--- src/rtl/tomasulo_exe.sv ---
// Fixed-latency integer execution pipe: issued op is computed on entry and driven onto the CDB LATENCY_N cycles later.
// No backpressure; flush or reset kills every in-flight op, and the exported schedule vector lets the RS avoid CDB slot collisions.
module tomasulo_exe #(
  parameter int LATENCY_N = 2,
  parameter int W         = 32,
  parameter int TAG_W     = 4,
  parameter int ROBID_W   = 4,
  parameter int REG_W     = 5,
  parameter int IMM_W     = 16
) (
  input  logic                 clk,
  input  logic                 rst_n,
  input  logic                 iss_vld,
  input  logic [2:0]           iss_op,
  input  logic [W-1:0]         iss_rdata0,
  input  logic [W-1:0]         iss_rdata1,
  input  logic [IMM_W-1:0]     iss_imm,
  input  logic [TAG_W-1:0]     iss_tag,
  input  logic [ROBID_W-1:0]   iss_robid,
  input  logic [REG_W-1:0]     iss_wa,
  input  logic                 flush,
  output logic                 cdb_vld,
  output logic [TAG_W-1:0]     cdb_tag,
  output logic [W-1:0]         cdb_wdata,
  output logic [ROBID_W-1:0]   cdb_robid,
  output logic [REG_W-1:0]     cdb_wa,
  output logic [LATENCY_N:0]   sch,
  output logic [3:0]           inflight,
  output logic                 err
);

  typedef struct packed {
    logic [TAG_W-1:0]   tag;
    logic [ROBID_W-1:0] robid;
    logic [REG_W-1:0]   wa;
    logic [W-1:0]       res;
  } pay_t;

  localparam logic [2:0] OP_ADD  = 3'd0;
  localparam logic [2:0] OP_SUB  = 3'd1;
  localparam logic [2:0] OP_AND  = 3'd2;
  localparam logic [2:0] OP_OR   = 3'd3;
  localparam logic [2:0] OP_XOR  = 3'd4;
  localparam logic [2:0] OP_ADDI = 3'd5;
  localparam logic [2:0] OP_SLT  = 3'd6;

  logic [W-1:0]           alu_res;
  logic                   illegal_op;
  logic [LATENCY_N-1:0]   vld_d, vld_q;
  pay_t                   pay_d [LATENCY_N];
  pay_t                   pay_q [LATENCY_N];
  logic [3:0]             inflight_d, inflight_q;
  logic                   err_d, err_q;

  always_comb begin
    alu_res    = '0;
    illegal_op = 1'b0;
    case (iss_op)
      OP_ADD:  alu_res = iss_rdata0 + iss_rdata1;
      OP_SUB:  alu_res = iss_rdata0 - iss_rdata1;
      OP_AND:  alu_res = iss_rdata0 & iss_rdata1;
      OP_OR:   alu_res = iss_rdata0 | iss_rdata1;
      OP_XOR:  alu_res = iss_rdata0 ^ iss_rdata1;
      OP_ADDI: alu_res = iss_rdata0 + {{(W-IMM_W){iss_imm[IMM_W-1]}}, iss_imm};
      OP_SLT:  alu_res = {{(W-1){1'b0}}, ($signed(iss_rdata0) < $signed(iss_rdata1))};
      default: illegal_op = 1'b1;
    endcase
  end

  // Payloads load only behind a surviving valid, so a killed op never disturbs the held CDB fields.
  always_comb begin
    vld_d    = '0;
    pay_d    = pay_q;
    vld_d[0] = iss_vld & ~flush;
    if (vld_d[0]) begin
      pay_d[0] = '{tag: iss_tag, robid: iss_robid, wa: iss_wa, res: alu_res};
    end
    for (int i = 1; i < LATENCY_N; i++) begin
      vld_d[i] = vld_q[i-1] & ~flush;
      if (vld_d[i]) pay_d[i] = pay_q[i-1];
    end
  end

  always_comb begin
    inflight_d = '0;
    for (int i = 0; i < LATENCY_N; i++) begin
      inflight_d = inflight_d + 4'(vld_d[i]);
    end
    err_d = err_q | (iss_vld & illegal_op);
  end

  always_ff @(posedge clk or negedge rst_n) begin
    if (!rst_n) begin
      vld_q      <= '0;
      inflight_q <= '0;
      err_q      <= 1'b0;
    end else begin
      vld_q      <= vld_d;
      inflight_q <= inflight_d;
      err_q      <= err_d;
    end
  end

  always_ff @(posedge clk) begin
    pay_q <= pay_d;
  end

  assign cdb_vld   = vld_q[LATENCY_N-1];
  assign cdb_tag   = pay_q[LATENCY_N-1].tag;
  assign cdb_wdata = pay_q[LATENCY_N-1].res;
  assign cdb_robid = pay_q[LATENCY_N-1].robid;
  assign cdb_wa    = pay_q[LATENCY_N-1].wa;
  assign inflight  = inflight_q;
  assign err       = err_q;

  // The issue-slot bit is gated by rst_n so the whole vector reads zero while reset is held.
  always_comb begin
    sch = '0;
    for (int k = 0; k < LATENCY_N; k++) begin
      sch[k] = vld_q[LATENCY_N-1-k];
    end
    sch[LATENCY_N] = iss_vld & ~flush & rst_n;
  end

endmodule
--- config.mk ---
export PLATFORM = sky130hd
export DESIGN_NAME = tomasulo_exe
export DESIGN_NICKNAME = d
export VERILOG_FILES = /design/src/rtl/tomasulo_exe.sv
export SDC_FILE = /design/constraint.sdc
export NUM_CORES = 1
export LEC_CHECK = 0
export CORE_MARGIN = 2
export CORE_UTILIZATION = 59
export CTS_CLUSTER_SIZE = 24
export DETAILED_ROUTE_END_ITERATION = 6
export PLACE_DENSITY = 0.95
export SETUP_SLACK_MARGIN = 0.3
export SLEW_MARGIN = 20
export SYNTH_ARGS = -nofsm -noshare
export SYNTH_HDL_FRONTEND = slang
export SYNTH_SLANG_ARGS = --single-unit
--- constraint.sdc ---
create_clock -name clk -period 9.7 [get_ports clk]
set_clock_uncertainty 0.1 [all_clocks]
set_input_delay 2.91 -clock clk [delete_from_list [all_inputs] [get_ports clk]]
set_output_delay 2.91 -clock clk [all_outputs]
set_load 0.01 [all_outputs]
* After elaboration in Yosys (flattened, before gate mapping)
Index checks and enable logic that the tools add are counted.
Word-level totals: register bits 95, input bits 100, output and inout port bits 54, logic and storage cells 35
Cells by class: $add $sub $neg 4, magnitude comparators 1, equality and inequality tests 6, multiplexer cells 2, bitwise logic cells 9, reductions and logical operators 2
Operators by type and width (number):
- $pmux W32 S7 | 1
- $add A32 B32 Y32 | 2
- $and A32 B32 Y32 | 1
- $lt A32 B32 Y1 | 1
- $or A32 B32 Y32 | 1
- $sub A32 B32 Y32 | 1
- $xor A32 B32 Y32 | 1
- $eq A3 B3 Y1 const B | 3
- $reduce_or A7 Y1 | 1
- $eq A3 B2 Y1 const B | 2
- $and A1 B1 Y1 | 4
- $eq A3 B1 Y1 const B | 1
- $logic_not A3 Y1 | 1
- $add A1 B1 Y2 | 1
- $mux W1 | 1
- $not A1 Y1 | 1
- $or A1 B1 Y1 | 1

* Logic depth before layout (Yosys ltp)
Gate-level depths: netlist of run 1.
depth in word-level cells 5, mapped depth 19, depth with buffers taken out 16

* Least setup slack after synthesis of run 1
No wires, ideal clock.
path type input -> output, from in flush, to out sch[2], arrival 5.398 ns, required time 6.690 ns, slack 1.292 ns, stages 2, path buffers 0, cells stage by stage nor2b_1 -> and2_1
Between the ends: cells in the longest elaborated chain, start to end 3
RTL lines:
- from (decl) | RTL line 21 | input logic flush,
- $not A1 Y1 | RTL line 122 | sch[LATENCY_N] = iss_vld & ~flush & rst_n;
- $and A1 B1 Y1 (2 in series) | RTL line 122
- to (decl) | RTL line 27 | output logic [LATENCY_N:0] sch,
Every way passes these cells.

* Final worst setup path of run 1
from in iss_vld, to out sch[2]
Between the ends: cells in the longest elaborated chain, start to end 2
RTL lines:
- from (decl) | RTL line 13 | input logic iss_vld,
- $and A1 B1 Y1
- net vld_d[0] | RTL line 49 | logic [LATENCY_N-1:0] vld_d, vld_q;
- $and A1 B1 Y1 | RTL line 122
The timed path passes the listed nets, and every way through them passes these cells.

==> metrics.txt, run 1 <==
status finished with violations; failing checks DRC; Initial Util 0.610; DIE AREA 16,100 um^2; ant diodes 0; cells along the critical path clkdlybuf4s50_1, nor2b_4, buf_4, and2_1, clkdlybuf4s50_1; Max IR drop VDD 0.0880 mV; post-synth top area cell edfxtp_1; actual slew at the worst max-slew pin 1130 ps; fin nets 1,322; CP max stage cell clkdlybuf4s50_1; M1 WL ~9000 um; sequential area share after synthesis 0.317; clk slew on worst S/H paths approximately 60 ps; routed wl met3 roughly 2500 um; drt via density between 6 and 7; # setup viols final 0; Max Clock Freq roughly 130 MHz; Worst path max stage delay approximately 530 ps; largest net degree at the start of global routing 64; DRT antenna net count 0; Max Slew Vio Count 0; Num Clock Sinks 95; synthesized area per cell 9.00 um^2; I/O pin cnt 154; clk_lat worst skew 340 ps; CP Buf/Inv Count 3; via count roughly 8,000; Synth top area share 0.303; RSZ-0062 raised after global routing false; input/output buffers between 150 and 200; cts hold-fix bufs 0; Synth area leaders edfxtp_1, ha_1, o21ai_0; area grow syn2layout 18.2%; WL final 22,600 um; P_leak 4.45 nW; fin crit period 7810 ps; DR pass1 iterations 7; CTS Buf Count 9; DRC violations left 1; #FFs+latches synth 95; capturing element type of the critical path primary output; H-tree depth 3; Max FO, Critical Path between 40 and 50; core area 14,600 um^2; most frequent cell after synthesis ha_1; placer's final routability congestion estimate ~1; CP top delay family buffers and inverters; layout cells sized above 1 0.0404; final core utilization 0.721; cells after synthesis 992; filler cell count 1,062; Synth cell types 75; Clock Path Buffers 2; Async SR Flop Fraction 0.0526; Slew HR 0.242; vias in the first global route 7,255; All-Layer GR Usage 0.280; max cap viols 0; FP Rows 44; DP HPWL about 17,000 um; YS warnings 0; 1st-iter DRT viols between 900 and 1,000; met2 WL post-DR 10,600 um; WL/cell 17.7 um; Critical Path RT 6690 ps; root buffer cell clkbuf_16; initial antenna violation count 0; critical path data arrival time 4800 ps; Crit path top cell by count clkdlybuf4s50_1; Die Wd 127 um; post-CTS resize count 0; residual overflow from global routing 0; Final Hold Fails 0; max layer used met4; post-CTS repair timing setup buffer count 0; EDFF count, synth 90; Crit Path Category input pin to primary output; CTS tree yes; CP Launch Type input pin; Pwr Density about 120 nW/um^2; top_reg_cell synth edfxtp_1; synth cell count leaders ha_1, inv_1, edfxtp_1; setup TNS 0 ps; die height 127 um; ratio of final minimum period to clock period 0.806; first-pass GRT wire length 36,100 um; hold crit path type register to register; Mapped Area 8930 um^2
cell families (layout without fill, tap and decap cells):
kind of cell | after synthesis | count (layout) | synth area share
AOI/OAI and AO/OA | 305 | 305 | 0.224
xor gates and xnor gates | 40 | 40 | 0.0392
adders and majority gates | 137 | 137 | 0.194
buffers and inverters | 182 | 279 | 0.0967
DFF | 95 | 95 | 0.317
muxes | 11 | 11 | 0.0126
other | 1 | 2 | 0.000420
and+or+nand+nor | 221 | 221 | 0.117
worst reg2reg max path, cell delays in order (launching register included):
cell     delay [ps]
dfrtp_1         360
nor2b_4         140
buf_4           470
ha_1            350
final cells by class:
cell class / instances / area (um^2) / share of cell area
Clock buffer: 12 / 236 / 0.0224
Clock inverter: 4 / 22.5 / 0.00213
Inverter: 101 / 379 / 0.0359
Multi-Input combinational cell: 716 / 5260 / 0.499
Sequential cell: 95 / 2830 / 0.268
Tap cell: 184 / 230 / 0.0218
Timing Repair Buffer: 162 / 1600 / 0.151
through the flow:
stage,worst slack (ps),power [W],cell area [um^2],hold slack (ps),instances
after floorplan,1290,0.000776,8930,300,993
after global placement,1910,0.000900,10300,302,1257
after detailed placement,1870,0.000912,10300,305,1257
after CTS,1890,0.00122,10500,318,1273
after global routing,1800,0.00129,10600,322,1274
final,1890,0.00123,10600,318,1274
sequential cells by signal (all words and copies together), names as in the netlist:
name	flops
inflight	2
cdb_wa	5
pay_q	45
vld_q	2
cdb_wdata	32
cdb_tag	4
err	1
cdb_robid	4
worst paths after layout:
path | startpoint | end | slack (ps) | cells after the start
setup / recovery | iss_vld | sch[2] | 1890 | 5
hold / removal | pay_q[50] | cdb_wdata[5] | 320 | 0
setup reg to reg | vld_q[0] | inflight[0] | 8160 | 3
hold reg to reg | pay_q[50] | cdb_wdata[5] | 320 | 0
max in group asynchronous | rst_n | vld_q[1] | 6540 | 1
min in group asynchronous | rst_n | vld_q[0] | 2730 | 1
placed cells by master (no fill, tap or decap), drive strengths merged, types with 9 or more instances in the layout:
cell type and n:
clkdlybuf4s50 150, ha 135, inv 101, edfxtp 90
o21ai 86, a21oi 80, nor2 76, nand2 60
xnor2 23, a21o 19, nand2b 17, xor2 17
nor3 16, nor2b 14, a221oi 13, a211oi 13
o31ai 12, buf 12, clkbuf 12, nand3 10
o211ai 9, mux2i 9, o21bai 9
report_power, final:
group / switching (W) / internal [W]
Sequential: 0.00000623 / 0.000480
Clock: 0.000135 / 0.000172
Combinational: 0.000248 / 0.000184
per-layer routing:
metal	vias to the layer above	global-route usage
met2	492	0.454
met5	-	0
met1	3619	0.383
met3	48	0.0452
met4	0	0.0976
li1	3707	-
Power figures use the tool's default switching activity.
==> run 2: changes to the inputs <==
CORE_UTILIZATION = 55   (was 59)
PLACE_DENSITY = 0.91   (was 0.95)
clock period = 7.8 ns   (was 9.7 ns; I/O delays follow)
==> run 2 against run 1 <==
The run now ends clean. Flip-flop and latch count stayed put. Critical path depth is 14 higher. Sequential share of layout area shrank 0.23 points. Count of clock-buffer cells in the layout down 1. Non-clock buffer count up 3. Core utilization decreased by 5.1 points. Worst hold slack got worse by 2.2 ps. Design area grew 0.85%. Power is 29% higher. Critical path type is now input pin to register. Highest routed layer is now met5.
==> metrics.txt, run 2 (synthesis gave the netlist of run 1 again) <==
largest net degree at the start of global routing 64 (unchanged); GRT Max-Usage Layer met2 (unchanged); Max IR drop VDD 0.119 mV (was 0.0880 mV); status finished clean (was finished with violations); Inst Count DP 1,293 (was 1,257); filler cell count 1,262 (was 1,062); DRT antenna net count 0 (unchanged); multi-input logic area 5260 um^2 (about the same); Die Wd 131 um (was 127 um); core area 15,900 um^2 (was 14,600 um^2); capturing element type of the critical path register (was primary output); WL/cell 18.2 um (was 17.7 um); hold crit path type register to register (unchanged); Max Slew Vio Count 0 (unchanged); Initial Util 0.562 (was 0.610); dpl cell area 10,300 um^2 (about the same); post-CTS repair timing setup buffer count 0 (unchanged); placer's final routability congestion estimate 0.998 (was 1.00); fin crit period 6610 ps; I/O pin cnt 154 (unchanged); grt met2 use 0.449 (was 0.454); vias in the first global route 7,488 (was 7,255); first-pass GRT wire length 38,000 um (was 36,100 um); clk slew on worst S/H paths 60 ps (about the same); 1st-iter DRT viols 964 (was 988); ant diodes 0 (unchanged); number of flip-flops in the largest register 45 (unchanged); drt via density 6.02 (was 6.17); Final Hold Fails 0 (unchanged); via count 7,875 (was 7,866); cts hold-fix bufs 0 (unchanged); Num Clock Sinks 95 (unchanged); area grow syn2layout 19.2% (was 18.2%); Final Cell Area 10,600 um^2 (about the same); CP Launch Type input pin (unchanged); most frequent cells in the layout clkdlybuf4s50_1, ha_1, inv_1 (unchanged); Seq. cell area 2830 um^2 (unchanged); H-tree depth 3 (unchanged); Slew HR 0.221 (was 0.242); DP HPWL 18,100 um (was 17,400 um); met1 Use GR 0.368 (was 0.383); DRC violations left 0 (was 1); RSZ-0062 raised after global routing false (unchanged); Clock Path Buffers 2 (unchanged); Max Clock Freq 151 MHz; fin cells 1,309 (was 1,274); initial antenna violation count 1 (was 0); CTS Buf Count 9 (unchanged); Max FO, Critical Path 19 (was 48); WL final 23,800 um (was 22,600 um); # setup viols final 0 (unchanged); FP Rows 46 (was 44); CTS tree yes (unchanged); setup TNS 0 ps (unchanged); grt met3 use 0.0432 (was 0.0452); clk_lat worst skew 340 ps (about the same); layout cells sized above 1 0.0448 (was 0.0404); Pwr Density 149 nW/um^2 (was 116 nW/um^2); fin nets 1,325 (was 1,322); post-CTS resize count 0 (unchanged); Critical Path RT 7880 ps (was 6690 ps); Crit Path Category input pin to register (was input pin to primary output); commonest non-fill, non-tap cell in the layout clkdlybuf4s50_1 (unchanged); actual slew at the worst max-slew pin 1170 ps (was 1130 ps); P_leak 4.48 nW (was 4.45 nW); critical path data arrival time 6680 ps (was 4800 ps); max cap viols 0 (unchanged); die height 131 um (was 127 um); root buffer cell clkbuf_16 (unchanged); Most flops, register pay_q (unchanged); ratio of final minimum period to clock period 0.847; DIE AREA 17,300 um^2 (was 16,100 um^2); residual overflow from global routing 0 (unchanged); Hold Slack 316 ps (was 318 ps); DR pass1 iterations 6 (was 7); Tot Pwr 0.00158 W (was 0.00123 W); input/output buffers 151 (unchanged); All-Layer GR Usage 0.273 (was 0.280)
==> run 2: per-stage QoR <==
| stage | setup slack, ps | util |
|---|---|---|
| floorplan | 532 | - |
| global placement | 1120 | 0.651 |
| detailed placement | 1000 | 0.651 |
| CTS | 1350 | 0.670 |
| global route | 838 | 0.670 |
| finish | 1190 | 0.670 |
==> run 2: power breakdown <==
part	switching, W	internal, W	total (W)
Combinational	0.000316	0.000230	0.000545
Clock	0.000177	0.000257	0.000434
Sequential	0.00000746	0.000597	0.000604
==> run 2: critical path, cell delays in order <==
cell and delay (ps):
clkdlybuf4s50_1 460, buf_4 190, nand3b_1 90, inv_1 360, buf_4 300, buf_4 250, nand2_1 80, o21ai_0 80
ha_1 320, o21ai_1 200, nand2b_1 80, o2111ai_1 140, nand4_1 150, a221o_1 440, a21boi_2 200, nor2_1 90
o21ai_0 410, mux2_2 390, o211ai_1 80
==> run 2: path summary, 6_finish.rpt <==
| check | startpoint | end | slack [ps] | cells after the start |
|---|---|---|---|---|
| min | pay_q[74] | cdb_wdata[29] | 320 | 0 |
| min reg2reg | pay_q[74] | cdb_wdata[29] | 320 | 0 |
| max | iss_op[2] | pay_q[72] | 1190 | 19 |
| min in group asynchronous | rst_n | vld_q[0] | 2130 | 1 |
| max reg2reg | vld_q[0] | inflight[0] | 6280 | 3 |
| max in group asynchronous | rst_n | vld_q[1] | 5260 | 1 |
==> run 2: area by class of cell <==
type | instances | share of cell area
clock buffers | 11 | 0.0228
flip-flops and latches | 95 | 0.266
repair buffers | 165 | 0.151
inverters | 101 | 0.0356
clock inverters | 5 | 0.00529
well taps | 216 | 0.0254
multi-input cells | 716 | 0.494
==> run 2: per-layer routing <==
metal | wire length, um | up-vias
met1 | 9860 | 3617
met2 | 10900 | 476
met3 | 2450 | 63
met5 | 13 | -
li1 | - | 3717
met4 | 573 | 2
==> run 3: changes to the inputs <==
clock period = 6.19 ns   (was 7.8 ns; I/O delays follow)
==> run 3 against run 2 <==
Die area unchanged. Flip-flop and latch count did not move. Via count fell by 1.5%. Worst setup slack worse by 710 ps. Combinational power rose by 25%. Worst hold slack better by 2.6 ps. Largest cell class unchanged.
==> metrics.txt, run 3 (synthesis gave the netlist of run 1 again) <==
DP HPWL 17,800 um (was 18,100 um); input/output buffers 151 (unchanged); Critical Path RT 6190 ps (was 7880 ps); Clock Path Buffers 2 (unchanged); WL/cell 17.7 um (was 18.2 um); DR pass1 iterations 5 (was 6); clk_lat worst skew 340 ps (about the same); Crit path top cell by count a21o_1 (was buf_4); via count 7,754 (was 7,875); I/O pin cnt 154 (unchanged); root buffer cell clkbuf_16 (unchanged); first-pass GRT wire length 37,800 um (was 38,000 um); fin cells 1,312 (was 1,309); P_leak 4.50 nW (was 4.48 nW); WL final 23,300 um (was 23,800 um); cells along the critical path clkdlybuf4s50_1, nand3b_1, inv_1, o21ai_0, ha_1, fa_1, a211o_1, a211oi_1, o21ai_1, o31ai_4, o21a_2, o21bai_1, a21o_1, a21oi_2, xnor2_1, a21o_1 (was clkdlybuf4s50_1, buf_4, nand3b_1, inv_1, buf_4, buf_4, nand2_1, o21ai_0, ha_1, o21ai_1, nand2b_1, o2111ai_1, nand4_1, a221o_1, a21boi_2, nor2_1, o21ai_0, mux2_2, o211ai_1); Tot Pwr 0.00200 W (was 0.00158 W); core area 15,900 um^2 (unchanged); FP Rows 46 (unchanged); Initial Util 0.562 (unchanged); CTS Buf Count 9 (unchanged); largest net degree at the start of global routing 64 (unchanged); initial antenna violation count 0 (was 1); layout cells sized above 1 0.0474 (was 0.0448); actual slew at the worst max-slew pin 1100 ps (was 1170 ps); ant diodes 0 (unchanged); filler cell count 1,287 (was 1,262); Final Hold Fails 0 (unchanged); Max Clock Freq about 180 MHz; setup TNS 0 ps (unchanged); H-tree depth 3 (unchanged); Pwr Density 188 nW/um^2 (was 149 nW/um^2); die height 131 um (unchanged); Seq. cell area 2830 um^2 (unchanged); Inst Count DP 1,296 (was 1,293); capturing element type of the critical path register (unchanged); Max FO, Critical Path 9 (was 19); residual overflow from global routing 0 (unchanged); multi-input logic area 5260 um^2 (unchanged); cts hold-fix bufs 0 (unchanged); post-CTS resize count 0 (unchanged); Final WS setup 485 ps (was 1190 ps); hold crit path type register to register (unchanged); vias in the first global route 7,413 (was 7,488); Slew HR 0.268 (was 0.221); commonest non-fill, non-tap cell in the layout clkdlybuf4s50_1 (unchanged); number of flip-flops in the largest register 45 (unchanged); Most flops, register pay_q (unchanged); CP max stage cell fa_1 (was clkdlybuf4s50_1); status finished clean (unchanged); fin nets 1,328 (was 1,325); CP Launch Type input pin (unchanged); Final Cell Area 10,700 um^2 (was 10,600 um^2); pre-CTS setup slack 201 ps (was 1000 ps); Min-Delay Path Depth 0 (unchanged); worst reg2reg path depth 2 (was 3); All-Layer GR Usage 0.271 (was 0.273); R2R Setup Slk 4510 ps (was 6280 ps); Worst path max stage delay 460 ps (about the same); Die Wd 131 um (unchanged); placer's final routability congestion estimate 0.962 (was 0.998); Crit Path Category input pin to register (unchanged); Max IR drop VDD 0.147 mV (was 0.119 mV); clk slew on worst S/H paths 70 ps (was 60 ps); drt via density 5.91 (was 6.02); area grow syn2layout 19.7% (was 19.2%); fin crit period 5710 ps; max cap viols 0 (unchanged); Num Clock Sinks 95 (unchanged); 1st-iter DRT viols 849 (was 964); most frequent cells in the layout clkdlybuf4s50_1, ha_1, inv_1 (unchanged); critical path data arrival time 5700 ps (was 6680 ps); ratio of final minimum period to clock period 0.922; Max Slew Vio Count 0 (unchanged); DRC violations left 0 (unchanged); dpl cell area 10,400 um^2 (was 10,300 um^2); post-CTS repair timing setup buffer count 0 (unchanged); RSZ-0062 raised after global routing false (unchanged); CTS tree yes (unchanged); DIE AREA 17,300 um^2 (unchanged); DRT antenna net count 0 (unchanged); # setup viols final 0 (unchanged)
==> run 3: changes by cell type in the layout (fill, tap and decap cells not counted), sizes merged <==
cell / before / now
buf: 15 / 18
==> run 3: layer usage <==
metal / GRT usage / up-vias / wire, um
met2: 0.447 / 410 / 10900
li1: - / 3720 / -
met3: 0.0313 / 40 / 2180
met5: 0 / - / 0
met4: 0.0845 / 0 / 446
met1: 0.373 / 3584 / 9720
==> run 3: metrics by stage <==
| step | utilization | hold slack (ps) |
|---|---|---|
| after floorplan | - | 300 |
| after global placement | 0.654 | 301 |
| after detailed placement | 0.654 | 305 |
| after CTS | 0.673 | 318 |
| after global routing | 0.673 | 325 |
| final | 0.673 | 318 |
==> run 3: path summary, 6_finish.rpt <==
check / start / endpoint
max reg2reg: vld_q[0] / cdb_wdata[27]
min: pay_q[76] / cdb_wdata[31]
max in group asynchronous: rst_n / vld_q[0]
min reg2reg: pay_q[76] / cdb_wdata[31]
max: iss_op[1] / pay_q[73]
min in group asynchronous: rst_n / inflight[0]
==> run 3: worst max-delay path, delay by kind of cell <==
kind	cells	cell delay (ps)
AOI/OAI and AO/OA	10	2280
xor gates and xnor gates	1	70
adders and majority gates	2	690
buffers and inverters	2	650
and+or+nand+nor	1	150
==> run 3: layout make-up <==
class                      instances  area share
multi-input combinational        716       0.492
sequential                        95       0.264
timing repair buffer             168       0.154
inverter                         101      0.0355
tap                              216      0.0253
clock buffer                      11      0.0227
clock inverter                     5     0.00620
==> run 3: where the power goes <==
part | switching (W) | leakage [nW] | internal (W)
clock network | 0.000232 | 0.148 | 0.000328
registers | 0.0000102 | 0.871 | 0.000752
logic | 0.000391 | 3.48 | 0.000291
